--- config.mk ---
export PLATFORM = sky130hd
export DESIGN_NAME = calc_cmd_sequencer
export DESIGN_NICKNAME = d
export VERILOG_FILES = /design/src/rtl/calc_pkg.sv /design/src/rtl/calc_cmd_fifo.sv /design/src/rtl/calc_cmd_sequencer.sv
export SDC_FILE = /design/constraint.sdc
export NUM_CORES = 1
export LEC_CHECK = 0
export ABC_AREA = 1
export BUFFER_PORTS_ARGS = -buffer_cell sky130_fd_sc_hd__buf_4
export CAP_MARGIN = 20
export CORE_MARGIN = 2
export CORE_UTILIZATION = 58
export DETAILED_ROUTE_END_ITERATION = 16
export MAX_ROUTING_LAYER = met4
export PLACE_DENSITY = 0.79
export SLEW_MARGIN = 40
export SYNTH_ARGS = -nofsm -noshare
export SYNTH_HDL_FRONTEND = slang
export SYNTH_SLANG_ARGS = --single-unit
export TNS_END_PERCENT = 5
--- constraint.sdc ---
create_clock -name Clk -period 2.5 [get_ports Clk]
set_input_delay 0.375 -clock Clk [delete_from_list [all_inputs] [get_ports Clk]]
set_output_delay 0.375 -clock Clk [all_outputs]
set_load 0.05 [all_outputs]
--- src/rtl/calc_pkg.sv ---
// Shared definitions for the calculator command sequencer: opcodes, FSM states,
// default parameters and the queued command layout.
package calc_pkg;

  typedef enum logic [1:0] {
    OP_ROT = 2'b00,
    OP_ADD = 2'b01,
    OP_SUB = 2'b10,
    OP_MUL = 2'b11
  } calc_op_e;

  typedef enum logic [2:0] {
    ST_INIT   = 3'd0,
    ST_IDLE   = 3'd1,
    ST_ISSUE  = 3'd2,
    ST_WAIT   = 3'd3,
    ST_RESULT = 3'd4
  } calc_state_e;

  localparam int unsigned DEF_FIFO_DEPTH     = 4;
  localparam int unsigned DEF_VALID_CYCLES   = 2;
  localparam int unsigned DEF_TIMEOUT_CYCLES = 64;

  typedef struct packed {
    logic [1:0] op;
    logic [4:0] a;
    logic [4:0] b;
  } calc_cmd_t;

  localparam int unsigned CMD_W = $bits(calc_cmd_t);

endpackage

--- src/rtl/calc_cmd_fifo.sv ---
// Synchronous command queue without bypass; read data is the head entry and is
// valid whenever empty is low.
module calc_cmd_fifo #(
  parameter int unsigned DEPTH = 4,
  parameter int unsigned WIDTH = 12
) (
  input  logic             clk,
  input  logic             rst,
  input  logic             push,
  input  logic [WIDTH-1:0] wdata,
  input  logic             pop,
  output logic [WIDTH-1:0] rdata,
  output logic             full,
  output logic             empty
);

  localparam int unsigned AW = $clog2(DEPTH);

  logic [WIDTH-1:0] mem [DEPTH];
  logic [AW:0]      wptr;
  logic [AW:0]      rptr;
  logic             do_push;
  logic             do_pop;

  assign do_push = push && !full;
  assign do_pop  = pop && !empty;

  always_ff @(posedge clk) begin
    if (rst) begin
      wptr <= '0;
      rptr <= '0;
    end else begin
      if (do_push) wptr <= wptr + 1'b1;
      if (do_pop)  rptr <= rptr + 1'b1;
    end
  end

  always_ff @(posedge clk) begin
    if (do_push) mem[wptr[AW-1:0]] <= wdata;
  end

  // Extra pointer bit distinguishes full from empty when the indices match.
  assign empty = (wptr == rptr);
  assign full  = (wptr[AW] != rptr[AW]) && (wptr[AW-1:0] == rptr[AW-1:0]);
  assign rdata = mem[rptr[AW-1:0]];

endmodule

--- src/rtl/calc_cmd_sequencer.sv ---
// Queues host commands and sequences them one at a time into the calculator,
// returning each result (or a timeout/abort error) through a valid/ready port.
//
// state  | meaning
// INIT   | calculator initializing, queue still accepts commands
// IDLE   | waiting for a queued command
// ISSUE  | OpCodeValid strobe held for VALID_CYCLES
// WAIT   | waiting for DataReady rising edge, bounded by TIMEOUT_CYCLES
// RESULT | result held until consumer accepts
module calc_cmd_sequencer
  import calc_pkg::*;
#(
  parameter int unsigned FIFO_DEPTH     = DEF_FIFO_DEPTH,
  parameter int unsigned VALID_CYCLES   = DEF_VALID_CYCLES,
  parameter int unsigned TIMEOUT_CYCLES = DEF_TIMEOUT_CYCLES
) (
  input  logic       Clk,
  input  logic       Rst,
  input  logic       cmd_valid,
  output logic       cmd_ready,
  input  logic [1:0] cmd_op,
  input  logic [4:0] cmd_a,
  input  logic [4:0] cmd_b,
  output logic [4:0] A,
  output logic [4:0] B,
  output logic [1:0] OpCode,
  output logic       OpCodeValid,
  input  logic [4:0] Z,
  input  logic       DataReady,
  input  logic       Initializing,
  output logic       res_valid,
  input  logic       res_ready,
  output logic [4:0] res_data,
  output logic [1:0] res_op,
  output logic       res_err
);

  localparam logic [3:0] VCNT_LOAD = 4'(VALID_CYCLES - 1);
  localparam logic [7:0] TCNT_LAST = 8'(TIMEOUT_CYCLES - 1);

  calc_state_e state;
  calc_cmd_t   fifo_wdata;
  calc_cmd_t   fifo_rdata;
  logic        fifo_full;
  logic        fifo_empty;
  logic        fifo_pop;
  logic [3:0]  vcnt;
  logic [7:0]  tcnt;
  logic        dr_q;
  logic        dr_rise;
  logic        fin;
  logic        fin_err;
  logic [4:0]  fin_data;

  assign cmd_ready  = !fifo_full;
  assign fifo_wdata = '{op: cmd_op, a: cmd_a, b: cmd_b};
  assign fifo_pop   = (state == ST_IDLE) && !fifo_empty && !Initializing;

  calc_cmd_fifo #(
    .DEPTH (FIFO_DEPTH),
    .WIDTH (CMD_W)
  ) u_fifo (
    .clk   (Clk),
    .rst   (Rst),
    .push  (cmd_valid),
    .wdata (fifo_wdata),
    .pop   (fifo_pop),
    .rdata (fifo_rdata),
    .full  (fifo_full),
    .empty (fifo_empty)
  );

  // Only a fresh 0->1 transition completes, so a DataReady level left high by
  // the previous operation cannot retire the next one.
  assign dr_rise = DataReady && !dr_q;

  always_comb begin
    fin      = 1'b0;
    fin_err  = 1'b0;
    fin_data = '0;
    if ((state == ST_ISSUE) || (state == ST_WAIT)) begin
      if (Initializing) begin
        fin     = 1'b1;
        fin_err = 1'b1;
      end else if (dr_rise) begin
        fin      = 1'b1;
        fin_data = Z;
      end else if ((state == ST_WAIT) && (tcnt == TCNT_LAST)) begin
        fin     = 1'b1;
        fin_err = 1'b1;
      end
    end
  end

  always_ff @(posedge Clk) begin
    if (Rst) begin
      state       <= ST_INIT;
      A           <= '0;
      B           <= '0;
      OpCode      <= '0;
      OpCodeValid <= 1'b0;
      res_valid   <= 1'b0;
      res_data    <= '0;
      res_op      <= '0;
      res_err     <= 1'b0;
      vcnt        <= '0;
      tcnt        <= '0;
      dr_q        <= 1'b0;
    end else begin
      dr_q <= DataReady;
      case (state)
        ST_INIT: begin
          if (!Initializing) state <= ST_IDLE;
        end
        ST_IDLE: begin
          if (Initializing) begin
            state <= ST_INIT;
          end else if (!fifo_empty) begin
            A           <= fifo_rdata.a;
            B           <= fifo_rdata.b;
            OpCode      <= fifo_rdata.op;
            OpCodeValid <= 1'b1;
            vcnt        <= VCNT_LOAD;
            state       <= ST_ISSUE;
          end
        end
        ST_ISSUE, ST_WAIT: begin
          if (fin) begin
            OpCodeValid <= 1'b0;
            res_valid   <= 1'b1;
            res_data    <= fin_data;
            res_op      <= OpCode;
            res_err     <= fin_err;
            state       <= ST_RESULT;
          end else if (state == ST_ISSUE) begin
            if (vcnt == '0) begin
              OpCodeValid <= 1'b0;
              tcnt        <= '0;
              state       <= ST_WAIT;
            end else begin
              vcnt <= vcnt - 1'b1;
            end
          end else begin
            tcnt <= tcnt + 8'd1;
          end
        end
        ST_RESULT: begin
          if (res_ready) begin
            res_valid <= 1'b0;
            state     <= Initializing ? ST_INIT : ST_IDLE;
          end
        end
        default: state <= ST_INIT;
      endcase
    end
  end

endmodule

==> run_results.csv <==
group,metric,value,unit
setup_path,cp-end-kind,"output port",
route,drt_pass1_iterations,4,
final_layout,fill_cells,512,
route,total_length_of_routed_wires,7.789,mm
setup_path,path_class,"reg2out",
sta,final.period_utilization,88.22,%
logic_synthesis,synth.net_count,463,
route,drc_errors,0,
final_layout,area_delta_synth_final,15.80,%
sta,worst_slew_pin_slew,0.7258,ns
global_route,first_global_vias,2865,
floorplanning,placementRows,30,
global_route,top_usage_layer,"met2",
sta,grt_setup_unrepaired,"no",
setup_path,critPathArrivalTime,1.83,ns
logic_synthesis,postSynthCellCount,433,
worst_hold_path,hold_class,"in2reg",
final_layout,design.final.nets,510,
place,buffer_ports.inserted,45,
global_route,global_route.overflow_total,0,
sta,clock-skew-final,0.009076,ns
clock_tree,cts.repair_timing.setup_buffer_count,0,
clock_tree,cts_max_level,3,
floorplanning,fp.coreArea,0.006681,mm²
job,maxCapViolCount,0,
sta,finalSetupViolCount,0,
sta,fmax,453.4,MHz
sta,report.final.hold_viol_count,0,
pwr,static-leakage-power,1.851,nW
logic_synthesis,postSynth.asyncResetShare,0,%
floorplanning,starting_density_of_the_core,59.16,%
route,drtIter0Drc,204,
logic_synthesis,ys.warnings.count,0,
final_layout,antenna_cells_inserted,0,
logic_synthesis,ys.flop_type,"sky130_fd_sc_hd__edfxtp_1",
setup_path,setup.worst_path.start_class,"flop",
pwr,power-per-cell-area,904.0,mW/mm²
floorplanning,floorplan.die_area,0.007491,mm²
clock_tree,cts_repair_resize_count,0,
clock_tree,clock_tree.buffer_depth,2,
route,wire_per_inst,13.79,µm
clock_tree,cts_tree,"done",
logic_synthesis,mapped_cell_area,0.003953,mm²
global_route,antenna_found_initial,0,
sta,layout_min_cycle_time,2.205,ns
clock_tree,postCtsHoldBufs,0,
route,route.vias.total,3053,
route,route.detailed.vias_per_inst,5.404,
sta,maxSlewViolCount,0,
clock_tree,cts_made_buffers,9,
logic_synthesis,synth_edf_count,48,
floorplanning,floorplan.die.width,86.55,µm
final_layout,mostFrequentLayoutCells,"90 x sky130_fd_sc_hd__nor2_1, 60 x sky130_fd_sc_hd__nand2_1, 51 x sky130_fd_sc_hd__buf_4",
clock_tree,clkLatencyLatePin,0.36,ns
logic_synthesis,synth_seq_cells,92,
sta,worst_max_slew_margin_expressed_relative_to_the_limit,51.56,%
place,globalplace.congestion,0.8670,
pwr,power,4.137,mW
global_route,grt_pass1_wl,12.80,mm
pwr,power.ir.vdd_worst,0.0004667,V
logic_synthesis,synthDistinctLibCells,32,
clock_tree,path_clk_slew,0.10,ns
global_route,grt_max_degree,28,
route,drt.antenna.violating_nets,0,
global_route,grt_util_met3,4.857,%
clock_tree,cts.sinks,92,
global_route,grt.met1_usage,25.79,%
logic_synthesis,synth-seq-area-share,58.75,%
final_layout,layout_cells_sized_above_1,18.76,%
status,run_status,"complete, no violations",
floorplanning,die_height,86.55,µm
sta,setup_tns,0,ns
setup_path,crit_required,2.12,ns
logic_synthesis,synth.avg_cell_area,9.128,µm²
floorplanning,pin_count,46,
final_layout,layout.cells.most_common,"sky130_fd_sc_hd__nor2_1",
clock_tree,cts_root_buf,"sky130_fd_sc_hd__clkbuf_8",
global_route,grt_use_total,22.85,%
global_route,grtUsageMet2,40.28,%
place,dp_hpwl,5.168,mm
setup_path,timing.critical_path.fanout_max,27,
-- critical path, stage by stage, from the launching register on --
cell	delay, ns
sky130_fd_sc_hd__dfxtp_1	0.62
sky130_fd_sc_hd__inv_4	0.20
sky130_fd_sc_hd__nand2_1	0.10
sky130_fd_sc_hd__nand2_1	0.07
sky130_fd_sc_hd__nor2_1	0.14
sky130_fd_sc_hd__nand3_1	0.12
sky130_fd_sc_hd__buf_4	0.21
-- registers in the layout (all words and copies together) (netlist names) --
register and flops:
tcnt 8, res_err 1, res_data 5, u_fifo.rptr 3, OpCodeValid 1, res_valid 1
B 5, state 3, res_op 2, u_fifo.mem 48, u_fifo.wptr 3, dr_q 1
OpCode 2, A 5, vcnt 4
-- path summary, 6_finish.rpt --
check,from,end,slack [ns],cells past startpoint
max,u_fifo.rptr[0],cmd_ready,0.29,6
min,cmd_op[1],u_fifo.mem[2][11],0.21,1
max reg2reg,u_fifo.rptr[0],u_fifo.mem[3][9],0.56,8
min reg2reg,res_data[0],res_data[0],0.48,2
-- metrics by stage --
| step | utilization [%] | hold slack (ns) | cell area (µm²) | worst slack, ns | instances |
|---|---|---|---|---|---|
| floorplan | - | 0.4250 | 3953 | 0.2420 | 433 |
| global placement | 65.22 | 0.4508 | 4358 | 0.6582 | 549 |
| detailed placement | 65.22 | 0.4618 | 4358 | 0.5719 | 549 |
| CTS | 68.50 | 0.1981 | 4577 | 0.2819 | 565 |
| global route | 68.50 | 0.1940 | 4577 | 0.1501 | 565 |
| finish | 68.50 | 0.2078 | 4577 | 0.2945 | 565 |
-- logic make-up (layout without fill, tap and decap cells) --
group | Yosys count | count (layout) | share of synthesized area [%]
buffers and inverters | 51 | 103 | 5.476
and+or+nand+nor | 196 | 196 | 21.30
xor gates and xnor gates | 5 | 5 | 1.108
AOI/OAI and AO/OA | 82 | 82 | 11.14
DFF | 92 | 92 | 58.75
adders and majority gates | 7 | 7 | 2.216
-- layer usage --
layer	share of wire (%)	wire, µm	vias to the layer above
li1	-	-	1543
met1	40	3139	1424
met2	54	4184	71
met3	4.1	318	15
met4	1.9	146	0
met5	0	0	-
-- cell usage after synthesis, drive strengths merged (7+ instances only) --
library cell | instances | area, µm²
nor2 | 93 | 361.6
nand2 | 68 | 275.3
edfxtp | 48 | 1441
o21ai | 48 | 244.0
dfxtp | 44 | 880.8
inv | 35 | 133.9
nand3 | 26 | 152.7
a21oi | 20 | 100.1
a31oi | 12 | 75.07
clkbuf | 8 | 30.03
buf | 7 | 47.55
ha | 7 | 87.58
-- power by group --
group | internal (mW) | switching [mW] | total (mW)
Sequential | 1.74 | 0.0987 | 1.84
Clock | 0.489 | 0.568 | 1.06
Combinational | 0.379 | 0.862 | 1.24
-- layout make-up --
cell class | instances | area [µm²] | share of cell area, %
Clock buffer | 9 | 123.9 | 2.706
Clock inverter | 7 | 95.09 | 2.078
Inverter | 36 | 138.9 | 3.034
Multi-Input combinational cell | 290 | 1414 | 30.89
Sequential cell | 92 | 2322 | 50.74
Tap cell | 80 | 100.1 | 2.187
Timing Repair Buffer | 51 | 382.9 | 8.365
No activity file was read; power rests on OpenSTA's default activity.
